==> src/rtl/fifo_rd_pkg.sv <==
// Shared definitions for the FIFO read side: default widths and burst FSM state encoding.
package fifo_rd_pkg;

   localparam int WIDTH_DEF = 8;
   localparam int LEN_W_DEF = 8;

   typedef enum logic [1:0] {
      ST_IDLE  = 2'd0,
      ST_RUN   = 2'd1,
      ST_FLUSH = 2'd2
   } state_t;

endpackage

==> src/rtl/fifo_burst_reader_if.sv <==
// FIFO read port, burst control and output stream of the burst reader, bundled as one interface.
interface fifo_burst_reader_if
   import fifo_rd_pkg::*;
#(
   parameter int Width = WIDTH_DEF,
   parameter int LenW  = LEN_W_DEF
);

   logic             EF;
   logic [Width-1:0] FifoData;
   logic             R;
   logic             Start;
   logic [LenW-1:0]  Len;
   logic             Abort;
   logic [Width-1:0] DataOut;
   logic             Valid;
   logic             Ready;
   logic             Busy;
   logic             Done;
   logic [LenW-1:0]  Sent;

   modport master (
      input  EF, FifoData, Start, Len, Abort, Ready,
      output R, DataOut, Valid, Busy, Done, Sent
   );

   modport slave (
      output EF, FifoData, Start, Len, Abort, Ready,
      input  R, DataOut, Valid, Busy, Done, Sent
   );

endinterface

==> src/rtl/fifo_rd_skid.sv <==
// Two-entry register buffer; entry e0 is always the head. Flush wins over push/pop.
module fifo_rd_skid #(
   parameter int Width = 8
) (
   input  logic             clk,
   input  logic             rst,
   input  logic             push,
   input  logic             pop,
   input  logic             flush,
   input  logic [Width-1:0] din,
   output logic [Width-1:0] head,
   output logic [1:0]       cnt
);

   logic [Width-1:0] e0, e1;

   always_ff @(posedge clk or posedge rst) begin
      if (rst) begin
         e0  <= '0;
         e1  <= '0;
         cnt <= 2'd0;
      end else if (flush) begin
         cnt <= 2'd0;
      end else begin
         case ({push, pop})
            2'b10: begin
               if (cnt == 2'd0) e0 <= din;
               else             e1 <= din;
               cnt <= cnt + 2'd1;
            end
            2'b01: begin
               e0  <= e1;
               cnt <= cnt - 2'd1;
            end
            2'b11: begin
               // Count unchanged; the new word goes behind whatever remains.
               if (cnt == 2'd2) begin
                  e0 <= e1;
                  e1 <= din;
               end else begin
                  e0 <= din;
               end
            end
            default: cnt <= cnt;
         endcase
      end
   end

   assign head = e0;

endmodule

==> src/rtl/fifo_burst_reader.sv <==
// Drains Len words per burst from the FIFO read port and re-presents them on a valid/ready stream.
module fifo_burst_reader
   import fifo_rd_pkg::*;
#(
   parameter int Width = WIDTH_DEF,
   parameter int LenW  = LEN_W_DEF
) (
   input logic                clk,
   input logic                rst,
   fifo_burst_reader_if.master bus
);

   state_t           state, state_nxt;
   logic [LenW-1:0]  rem_issue, rem_deliver, sent;
   logic             inflight, done, rd, flush, pop, valid, last_pop, room;
   logic [1:0]       buf_cnt;
   logic [Width-1:0] head;
   logic [2:0]       occ;

   fifo_rd_skid #(.Width(Width)) u_skid (
      .clk   (clk),
      .rst   (rst),
      .push  (inflight),
      .pop   (pop),
      .flush (flush),
      .din   (bus.FifoData),
      .head  (head),
      .cnt   (buf_cnt)
   );

   assign valid    = (buf_cnt != 2'd0) && (state == ST_RUN);
   assign pop      = valid && bus.Ready;
   assign last_pop = pop && (rem_deliver == LenW'(1));
   // A word leaving this cycle frees a slot, which keeps reads back-to-back.
   assign occ      = {1'b0, buf_cnt} + {2'b0, inflight};
   assign room     = occ < (3'd2 + {2'b0, pop});

   always_ff @(posedge clk or posedge rst) begin
      if (rst) state <= ST_IDLE;
      else     state <= state_nxt;
   end

   always_comb begin
      state_nxt = state;
      rd        = 1'b0;
      flush     = 1'b0;
      case (state)
         ST_IDLE: begin
            if (bus.Start && bus.Len != '0) state_nxt = ST_RUN;
         end
         ST_RUN: begin
            if (last_pop)       state_nxt = ST_IDLE;
            else if (bus.Abort) state_nxt = ST_FLUSH;
            else                rd = !bus.EF && (rem_issue != '0) && room;
         end
         ST_FLUSH: begin
            if (!inflight) begin
               flush     = 1'b1;
               state_nxt = ST_IDLE;
            end
         end
         default: state_nxt = ST_IDLE;
      endcase
   end

   always_ff @(posedge clk or posedge rst) begin
      if (rst) begin
         rem_issue   <= '0;
         rem_deliver <= '0;
         sent        <= '0;
         inflight    <= 1'b0;
         done        <= 1'b0;
      end else begin
         done     <= 1'b0;
         inflight <= rd;
         if (state == ST_IDLE && bus.Start) begin
            sent <= '0;
            if (bus.Len == '0) begin
               done <= 1'b1;
            end else begin
               rem_issue   <= bus.Len;
               rem_deliver <= bus.Len;
            end
         end
         if (rd) rem_issue <= rem_issue - LenW'(1);
         if (pop) begin
            sent        <= sent + LenW'(1);
            rem_deliver <= rem_deliver - LenW'(1);
            if (rem_deliver == LenW'(1)) done <= 1'b1;
         end
      end
   end

   assign bus.R       = rd;
   assign bus.Valid   = valid;
   assign bus.DataOut = head;
   assign bus.Busy    = (state != ST_IDLE);
   assign bus.Done    = done;
   assign bus.Sent    = sent;

endmodule

==> src/flat_wrapper.sv <==
// flat-port wrapper written by rule: the top's interface ports become plain ports
module fifo_burst_reader_flat import fifo_rd_pkg::*;
#(
   parameter int Width = WIDTH_DEF,
   parameter int LenW  = LEN_W_DEF
)
  (clk, rst, bus_EF, bus_FifoData, bus_Start, bus_Len, bus_Abort, bus_Ready, bus_R, bus_DataOut, bus_Valid, bus_Busy, bus_Done, bus_Sent);
  fifo_burst_reader_if #(.Width(Width), .LenW(LenW)) bus_i ();
  input logic clk;
  input logic rst;
  input wire logic [$bits(bus_i.EF)-1:0] bus_EF;
  input wire logic [$bits(bus_i.FifoData)-1:0] bus_FifoData;
  input wire logic [$bits(bus_i.Start)-1:0] bus_Start;
  input wire logic [$bits(bus_i.Len)-1:0] bus_Len;
  input wire logic [$bits(bus_i.Abort)-1:0] bus_Abort;
  input wire logic [$bits(bus_i.Ready)-1:0] bus_Ready;
  output wire logic [$bits(bus_i.R)-1:0] bus_R;
  output wire logic [$bits(bus_i.DataOut)-1:0] bus_DataOut;
  output wire logic [$bits(bus_i.Valid)-1:0] bus_Valid;
  output wire logic [$bits(bus_i.Busy)-1:0] bus_Busy;
  output wire logic [$bits(bus_i.Done)-1:0] bus_Done;
  output wire logic [$bits(bus_i.Sent)-1:0] bus_Sent;
  assign bus_i.EF = bus_EF;
  assign bus_i.FifoData = bus_FifoData;
  assign bus_i.Start = bus_Start;
  assign bus_i.Len = bus_Len;
  assign bus_i.Abort = bus_Abort;
  assign bus_i.Ready = bus_Ready;
  assign bus_R = bus_i.R;
  assign bus_DataOut = bus_i.DataOut;
  assign bus_Valid = bus_i.Valid;
  assign bus_Busy = bus_i.Busy;
  assign bus_Done = bus_i.Done;
  assign bus_Sent = bus_i.Sent;
  fifo_burst_reader #(.Width(Width), .LenW(LenW)) u_core (.clk(clk), .rst(rst), .bus(bus_i));
endmodule
==> config.mk <==
export PLATFORM = sky130hd
export DESIGN_NAME = fifo_burst_reader_flat
export DESIGN_NICKNAME = d
export VERILOG_FILES = /design/src/rtl/fifo_rd_pkg.sv /design/src/rtl/fifo_burst_reader_if.sv /design/src/rtl/fifo_rd_skid.sv /design/src/rtl/fifo_burst_reader.sv /design/src/flat_wrapper.sv
export SDC_FILE = /design/constraint.sdc
export NUM_CORES = 1
export LEC_CHECK = 0
export CAP_MARGIN = 20
export CORE_MARGIN = 4
export CORE_UTILIZATION = 46
export CTS_CLUSTER_DIAMETER = 120
export DETAILED_ROUTE_END_ITERATION = 7
export HOLD_SLACK_MARGIN = 0.15
export PLACE_DENSITY_LB_ADDON = 0.1
export SYNTH_ARGS = -nofsm -noshare
export SYNTH_HDL_FRONTEND = slang
export SYNTH_SLANG_ARGS = --single-unit
==> constraint.sdc <==
create_clock -name clk -period 2.5 [get_ports clk]
set_input_delay 0.25 -clock clk [delete_from_list [all_inputs] [get_ports clk]]
set_output_delay 0.25 -clock clk [all_outputs]
set_load 0.05 [all_outputs]
Word-level counts from Yosys, hierarchy flattened
Cells that the tools add are included.

Word-level logic and storage cells: 86. Output and inout port bits: 20. Register bits after elaboration: 46.

Add/sub/neg operators: 7. Magnitude comparators: 1. Reduce and logical (&&, ||, !) cells: 25. Mux-type cells: 28. Equality and inequality tests: 15. Bitwise logic cells: 1.

Operators by type and width (count): 8-bit 2-to-1 mux (10); 8-bit one-hot mux with 3 select lines (1); 8-bit one-hot mux with 2 select lines (1); 8-bit nonzero test (2); 8-bit by 1-bit subtractor with 8-bit output, second input constant (2); 2-bit 2-to-1 mux (5); 2-bit nonzero test (5); 1-bit 2-to-1 mux (9); 8-bit by 1-bit adder with 8-bit output, second input constant (1); 2-bit equality test, second input constant (4); 8-bit by 1-bit equality test with 1-bit output, second input constant (1); 8-bit logical NOT (1); 2-bit inequality test, second input constant (4); 1-bit logical AND (7); 2-bit by 1-bit inequality test with 1-bit output, second input constant (3); 2-bit one-hot mux with 3 select lines (1); 3-bit AND reduction (2); 3-bit nonzero test (2); 2-bit by 1-bit equality test with 1-bit output, second input constant (2); 2-bit logical NOT (2); 2-bit one-hot mux with 2 select lines (1); 2-bit AND reduction (2); 4-bit AND reduction (1); 2-bit by 1-bit adder with 3-bit output (1); other kinds (7) (7).

Depth between registers and ports, before layout
Gate-level depths: netlist of run 1.

Depth after elaboration: 11. Gate-level depth with buffers: 10. Depth with buffers taken out: 8.

Cells and area by module
From an unflattened synthesis of run 1, not the netlist that was laid out.

Cell total of the unflattened synthesis: 236. Area total of the unflattened synthesis: 2444.8 µm².

Modules (own cells, without submodules): fifo_burst_reader (cells each 167, area each 1592.8 µm², times used 1); fifo_rd_skid (cells each 69, area each 852.1 µm², times used 1).

Least setup slack after synthesis of run 1
OpenSTA, ideal clock, no wires.

Kind: register -> register. Start point: register u_core.u_skid.cnt[0]. End point: register u_core.u_skid.e1[0]. Library setup time: 0.125 ns. Cell stages (with the launch flop): 9. Path slack: -0.007 ns. Data arrival time: 2.383 ns. Required time: 2.375 ns. Cells stage by stage: dfrtp_1 -> buf_2 -> or2_4 -> nand3_4 -> inv_1 -> clkbuf_1 -> ha_1 -> a2111oi_4 -> mux2_2.

Cells in the longest elaborated chain, start to end: 6. Elaborated cells on any way between the ends: 12.

Ends and longest elaborated chain: start: declaration (RTL line fifo_rd_skid.sv:12) `output logic [1:0] cnt`; start signal: assignment (RTL line fifo_rd_skid.sv:29) `cnt <= cnt + 2'd1;`; start signal: assignment (RTL line fifo_rd_skid.sv:33) `cnt <= cnt - 2'd1;`; start signal: assignment (RTL line fifo_rd_skid.sv:44) `default: cnt <= cnt;`; 2-bit nonzero test (RTL line fifo_burst_reader.sv:31) `assign valid = (buf_cnt != 2'd0) && (state == ST_RUN);`; 1-bit logical AND (RTL line fifo_burst_reader.sv:31); 1-bit logical AND (RTL line fifo_burst_reader.sv:32) `assign pop = valid && bus.Ready;`; 2-bit equality test (RTL line fifo_rd_skid.sv:25) `case ({push, pop})`; 2-bit inequality test (no source line) / 2-bit nonzero test (equally long branches); 4-bit AND reduction (no source line); end signal: assignment (RTL line fifo_rd_skid.sv:28) `else e1 <= din;`; end signal: assignment (RTL line fifo_rd_skid.sv:39) `e1 <= din;`; end: declaration (RTL line fifo_rd_skid.sv:15) `logic [Width-1:0] e0, e1;`.

Several ways; a longest one is shown, not always the timed one. A chain may end at the register's enable or synchronous reset.

Final worst setup path of run 1
Start point: register u_core.inflight. End point: output port bus_R.

Cells in the longest elaborated chain, start to end: 6.

Ends and longest elaborated chain: start: declaration (RTL line fifo_burst_reader.sv:15) `logic inflight, done, rd, flush, pop, valid, last_pop, room;`; start signal: assignment (RTL line fifo_burst_reader.sv:75) `inflight <= rd;`; 2-bit by 1-bit adder with 3-bit output (RTL line fifo_burst_reader.sv:35) `assign occ = {1'b0, buf_cnt} + {2'b0, inflight};`; 3-bit < comparator (RTL line fifo_burst_reader.sv:36) `assign room = occ < (3'd2 + {2'b0, pop});`; 1-bit logical AND (RTL line fifo_burst_reader.sv:54) `else rd = !bus.EF && (rem_issue != '0) && room;`; 1-bit 2-to-1 mux (RTL line fifo_burst_reader.sv:53) `else if (bus.Abort) state_nxt = ST_FLUSH;`; 1-bit 2-to-1 mux (RTL line fifo_burst_reader.sv:52) `if (last_pop) state_nxt = ST_IDLE;`; 1-bit 2-to-1 mux (RTL line fifo_burst_reader.sv:47) `case (state)`; end: declaration (RTL line flat_wrapper.sv:17) `output wire logic [$bits(bus_i.R)-1:0] bus_R;`.

Every way passes these cells.

==> impl_metrics.csv, run 1 <==
group,metric,value,unit
outcome,status,"finished clean",
global_route,overflow,0,
synth,synth-main-ff-cell,"dfrtp_1",
clock_tree,cts_root_buf,"clkbuf_8",
floorplan,row_count,26,
route,ant_nets,0,
route,routed_wl,5.46,mm
pwr,p_switching,0.00144,W
timing,slew_headroom,65.4,%
global_route,grt_pass1_vias,1888,
synth,syn_area_per_cell,10.3,um2
timing,worst_pin_slew,0.517,ns
synth,ys_types,46,
timing,hold_violations,0,
pwr,clkPwrFrac,14.0,%
pwr,p_total,0.00337,W
clock_tree,clk_pin_slew,0.09,ns
floorplan,start_util,47.7,%
floorplan,die_w,81.0,um
clock_tree,htreeDepth,2,
global_route,antenna_found_initial,0,
worst_setup_path,crit_path_end_kind,"primary output",
clock_tree,cts_made_buffers,5,
worst_setup_path,worstReg2RegEnd,"u_core.u_skid.e1[0]$_DFFE_PP0P_",
clock_tree,cts_num_sinks,46,
timing,period_share,95.5,%
finish,design_area,3110,um2
floorplan,die_area,6560,um2
synth,syn_area,2450,um2
pwr,seq_power_share,38.5,%
pwr,swShare,42.8,%
placement,dpl-instance-area,2990,um2
worst_setup_path,r2r_slack,0.17,ns
clock_tree,clockBufferDepth,2,
worst_setup_path,cp-start-kind,"flip-flop",
worst_setup_path,rr_startpoint,"u_core.u_skid.cnt[0]$_DFFE_PP0P_",
clock_tree,insertion_delay,0.30,ns
finish,nNetsFinal,324,
finish,fin_util,60.6,%
floorplan,pin_count,42,
finish,diodes,0,
pwr,p_int,0.00193,W
worst_setup_path,ff2ff_path_depth,8,
finish,area_growth,27.1,%
finish,final_cell_mix,"dfrtp_1 (46), clkdlybuf4s50_1 (40), nor2_1 (23), nand2_1 (20), a21oi_1 (13)",
route,drt-initial-drc-count,82,
pwr,peakVddDrop,0.000544,V
timing,report.final.slew_viol_count,0,
global_route,grt_max_degree,20,
synth,ys_async_sr_fraction,100,%
min_path,hold_path_class,"in2async",
route,first_pass_iters,4,
pwr,powerDensity,1080,nW/um2
clock_tree,cts_tree,"built",
floorplan,fp.coreArea,5140,um2
worst_setup_path,startpoint,"u_core.inflight$_DFF_PP0_",
route,wl_per_cell,15.0,um
synth,yosys_warnings,0,
timing,period_needed,2.39,ns
finish,layout.cells.non_filler,363,
route,viasPerCell,5.45,
worst_setup_path,crit_required,2.25,ns
timing,holdWs,0.239,ns
finish,layout-drive-gt1-share,14.0,%
pwr,p_comb_share,47.5,%
timing,timing.final.setup_violations,0,
finish,multiInputGateArea,1230,um2
finish,final_common_cell,"dfrtp_1",
route,vias,1977,
clock_tree,cts_hold_buf,0,
finish,ff_latch_area,1150,um2
timing,fmax,419,MHz
global_route,grt_use_total,18.0,%
synth,yosysSeqAreaShare,47.0,%
synth,synth_edf_count,0,
synth,syn_nets,271,
timing,clock_skew,0.00486,ns
synth,synth_cells,239,
floorplan,fp.dieH,81.0,um
flow_run,cap_viol_max_count,0,
worst_setup_path,crit_type,"reg2out",
synth,yosys_register_bits,46,
placement,io_buffer_count,41,
placement,dp_cells,352,
placement,dp_hpwl,4.08,mm
global_route,grt_pass1_wl,9.14,mm
finish,fillerInstances,482,
worst_setup_path,crit_arrival,2.14,ns
route,drc,0,
worst_setup_path,cp_max_fo,6,
pwr,leakage,1.37,nW
placement,gp_congestion,0.821,
==> cells in the mapped netlist, types with 2 or more instances <==
cell | n | area (um2)
xnor2_1 | 4 | 35.0
o31ai_1 | 2 | 15.0
mux2i_1 | 4 | 40.0
o211ai_1 | 3 | 22.5
nand2b_1 | 3 | 18.8
o21ai_0 | 8 | 40.0
mux2_2 | 8 | 90.1
nor2_1 | 23 | 86.3
nor2b_1 | 2 | 12.5
o311ai_0 | 2 | 17.5
a21oi_1 | 13 | 65.1
xor2_1 | 7 | 61.3
or3_1 | 2 | 12.5
nor3_1 | 3 | 15.0
ha_1 | 10 | 125
dfrtp_1 | 46 | 1150
and2_1 | 3 | 18.8
and3_1 | 6 | 37.5
inv_1 | 11 | 41.3
a221o_1 | 5 | 50.1
nand3_1 | 9 | 45.0
nand2_1 | 20 | 75.1
a31oi_1 | 3 | 18.8
clkbuf_1 | 5 | 18.8
a22oi_1 | 10 | 75.1
nor4_1 | 5 | 31.3
nand4_1 | 3 | 18.8
==> logic make-up after synthesis <==
logic type	Yosys count	share of synthesized area (%)
compound gates	56	17.2
flops	46	47.0
simple gates	86	18.4
mux	12	5.31
buf+inv	18	3.11
fa+ha+maj	10	5.10
xor+xnor	11	3.93
==> worst max-delay path by stage <==
stage	endpoint	depth (start not counted)
2_1_floorplan	u_core.u_skid.e1[0]$_DFFE_PP0P_	9
3_3_place_gp	u_core.u_skid.head[7]$_DFFE_PP0P_	9
3_5_place_dp	u_core.u_skid.head[4]$_DFFE_PP0P_	8
4_1_cts	bus_R	6
5_1_grt	bus_R	6
6_report	bus_R	6
==> through the flow <==
step,TNS [ns],setup WS (ns)
2_1_floorplan,0,0.0176
3_3_place_gp,0,0.149
3_5_place_dp,0,0.0798
4_1_cts,0,0.0520
5_1_grt,-0.000890,-0.000890
6_report,0,0.113
==> area by class of cell <==
class	count	share of cell area [%]
sequential	46	37.0
clock buffer	7	2.77
tap	70	2.81
inverter	11	1.33
timing repair buffer	53	16.4
clock inverter	1	0.161
multi-input combinational	175	39.6
==> critical path: stages, from the launching register on <==
cell      delay [ns]
dfrtp_1         0.45
ha_1            0.21
ha_1            0.30
a211o_1         0.31
a221oi_2        0.20
and2_4          0.23
buf_12          0.14
==> registers in the layout, indices dropped and copies added (netlist names) <==
name and flops:
u_core.bus.Done 1, u_core.bus.Sent 8, u_core.inflight 1, u_core.rem_deliver 8, u_core.rem_issue 8, u_core.state 2
u_core.u_skid.cnt 2, u_core.u_skid.e1 8, u_core.u_skid.head 8
==> repair_timing <==
| action | in CTS | in global routing |
|---|---|---|
| resized for setup | 2 | 1 |
| pin swaps | 0 | 1 |
| endpoints found under the setup margin | 1 | 9 |
| setup buffers | 0 | 3 |
| hold endpoints to repair | 0 | 0 |
==> per-layer routing <==
layer	GRT usage (%)	part of all wire, %	vias to the layer above
met5	0	0	-
met3	4.43	3.7	5
met2	27.3	45	33
met4	5.07	1.1	0
li1	-	-	984
met1	25.7	50	955
==> power groups by stage <==
stage	clock, W	sequential, W	combinational, W
after global placement	0	0.00130	0.00157
after global routing	0.000514	0.00135	0.00176
after detailed placement	0	0.00131	0.00159
after CTS	0.000489	0.00130	0.00160
after floorplan	0	0.00152	0.000897
final	0.000470	0.00130	0.00160
Note: power is estimated with default switching activity, not from simulation.
==> run 2: changes to the inputs <==
--- a/config.mk
+++ b/config.mk
@@ -8,7 +8,6 @@
 export CAP_MARGIN = 20
 export CORE_MARGIN = 4
 export CORE_UTILIZATION = 46
-export CTS_CLUSTER_DIAMETER = 120
 export DETAILED_ROUTE_END_ITERATION = 7
 export HOLD_SLACK_MARGIN = 0.15
 export PLACE_DENSITY_LB_ADDON = 0.1
==> constraint.sdc (replaced) <==
create_clock -name clk -period 2.45 [get_ports clk]
set_input_delay 0.245 -clock clk [delete_from_list [all_inputs] [get_ports clk]]
set_output_delay 0.245 -clock clk [all_outputs]
set_load 0.05 [all_outputs]
==> impl_metrics.csv, run 2 (same netlist as run 1, synthesis figures left out) <==
group,metric,value,unit
finish,nNetsFinal,324,
timing,clock_skew,0.00590,ns
floorplan,die_w,81.0,um
finish,diodes,0,
finish,final_cell_mix,"dfrtp_1 (46), clkdlybuf4s50_1 (40), nor2_1 (23), nand2_1 (20), a21oi_1 (13)",
clock_tree,cts_tree,"built",
route,first_pass_iters,5,
timing,hold_violations,0,
timing,fmax,424,MHz
worst_setup_path,cp_max_fo,4,
min_path,hold_path_class,"in2async",
placement,io_buffer_count,41,
pwr,swShare,41.8,%
route,wl_per_cell,15.4,um
flow_run,cap_viol_max_count,0,
pwr,leakage,1.38,nW
pwr,powerDensity,1130,nW/um2
route,viasPerCell,5.47,
timing,worst_pin_slew,0.566,ns
clock_tree,cts_hold_buf,0,
pwr,p_switching,0.00149,W
route,ant_nets,0,
timing,timing.final.setup_violations,0,
clock_tree,htreeDepth,2,
floorplan,fp.coreArea,5140,um2
finish,final_common_cell,"dfrtp_1",
clock_tree,cts_root_buf,"clkbuf_8",
pwr,seq_power_share,37.4,%
finish,design_area,3150,um2
timing,period_needed,2.36,ns
global_route,grt_use_total,18.2,%
clock_tree,clk_pin_slew,0.08,ns
finish,area_growth,28.5,%
pwr,p_comb_share,46.6,%
floorplan,start_util,47.7,%
timing,setup_tns,0,ns
global_route,antenna_found_initial,0,
clock_tree,clockBufferDepth,2,
placement,dpl-instance-area,2990,um2
worst_setup_path,crit_path_end_kind,"primary output",
pwr,p_int,0.00207,W
outcome,status,"finished clean",
finish,layout-drive-gt1-share,14.0,%
floorplan,die_area,6560,um2
global_route,grt_max_degree,28,
pwr,clkPwrFrac,16.1,%
timing,report.final.slew_viol_count,0,
floorplan,fp.dieH,81.0,um
worst_setup_path,crit_required,2.20,ns
clock_tree,insertion_delay,0.29,ns
timing,grt_setup_unrepaired,"true",
pwr,peakVddDrop,0.000476,V
worst_setup_path,ff2ff_path_depth,8,
route,drt-initial-drc-count,90,
global_route,overflow,0,
clock_tree,cts_num_sinks,46,
floorplan,pin_count,42,
worst_setup_path,crit_arrival,2.11,ns
worst_setup_path,cp-start-kind,"flip-flop",
timing,slew_headroom,62.2,%
clock_tree,cts_made_buffers,5,
global_route,grt_pass1_wl,9.26,mm
floorplan,row_count,26,
route,vias,1979,
global_route,grt_pass1_vias,1865,
worst_setup_path,crit_type,"reg2out",
route,routed_wl,5.57,mm
placement,dp_hpwl,4.18,mm
timing,period_share,96.2,%
placement,gp_congestion,0.866,
route,drc,0,
-- run 2: final cells by class --
type	count	area, um2
Inverter	11	41.3
Sequential cell	46	1150
Timing Repair Buffer	53	514
Multi-Input combinational cell	175	1240
Fill cell	462	1990
Tap cell	70	87.6
Clock inverter	1	30.0
Clock buffer	6	82.6
-- run 2: metrics by stage --
stage / std cells / hold slack [ns] / utilization, % / power (W) / worst slack (ns)
3_3_place_gp: 352 / 0.475 / 58.2 / 0.00293 / 0.0835
2_1_floorplan: 239 / 0.361 / - / 0.00246 / 0.0386
3_5_place_dp: 352 / 0.474 / 58.2 / 0.00296 / 0.0712
5_1_grt: 362 / 0.354 / 61.3 / 0.00382 / -0.0138
4_1_cts: 361 / 0.336 / 61.0 / 0.00356 / 0.0271
6_report: 362 / 0.321 / 61.3 / 0.00356 / 0.0940
-- run 2: power groups by stage --
| stage | Combinational [W] | Sequential (W) | Clock [W] |
|---|---|---|---|
| finish | 0.00166 | 0.00133 | 0.000572 |
| global route | 0.00182 | 0.00138 | 0.000619 |
| floorplan | 0.000916 | 0.00155 | 0 |
| detailed placement | 0.00162 | 0.00134 | 0 |
| global placement | 0.00160 | 0.00133 | 0 |
| CTS | 0.00165 | 0.00132 | 0.000588 |
-- run 2: repair_timing --
item	CTS	global route
gates cloned	0	0
endpoints found under the setup margin	1	9
resized for setup	3	2
pin swaps	1	2
setup buffers	2	1
-- run 2: worst paths after layout --
path,start,end,slack (ns)
min in group clk,u_core.bus.Sent[7]$_DFFE_PP0P_,u_core.bus.Sent[7]$_DFFE_PP0P_,0.49
max reg2reg,u_core.u_skid.cnt[0]$_DFFE_PP0P_,u_core.u_skid.e1[4]$_DFFE_PP0P_,0.13
max,u_core.inflight$_DFF_PP0_,bus_R,0.09
min,rst,u_core.u_skid.head[6]$_DFFE_PP0P_,0.32
min reg2reg,u_core.bus.Sent[7]$_DFFE_PP0P_,u_core.bus.Sent[7]$_DFFE_PP0P_,0.49
max in group asynchronous,rst,u_core.u_skid.cnt[1]$_DFFE_PP0P_,1.56
-- run 2: per-layer routing --
| metal | wire length [um] | vias up | share of wire [%] | GRT usage (%) |
|---|---|---|---|---|
| met2 | 2490 | 49 | 45 | 25.1 |
| met1 | 2760 | 948 | 50 | 28.9 |
| li1 | - | 977 | - | - |
| met3 | 263 | 5 | 4.7 | 3.44 |
| met4 | 50 | 0 | 0.90 | 4.56 |
| met5 | 0 | - | 0 | 0 |
-- run 2: critical path, stage by stage, from the launching register on --
cell      delay, ns
dfrtp_1        0.40
ha_1           0.19
ha_1           0.32
a211o_1        0.30
a221oi_4       0.24
and2_4         0.23
buf_12         0.14
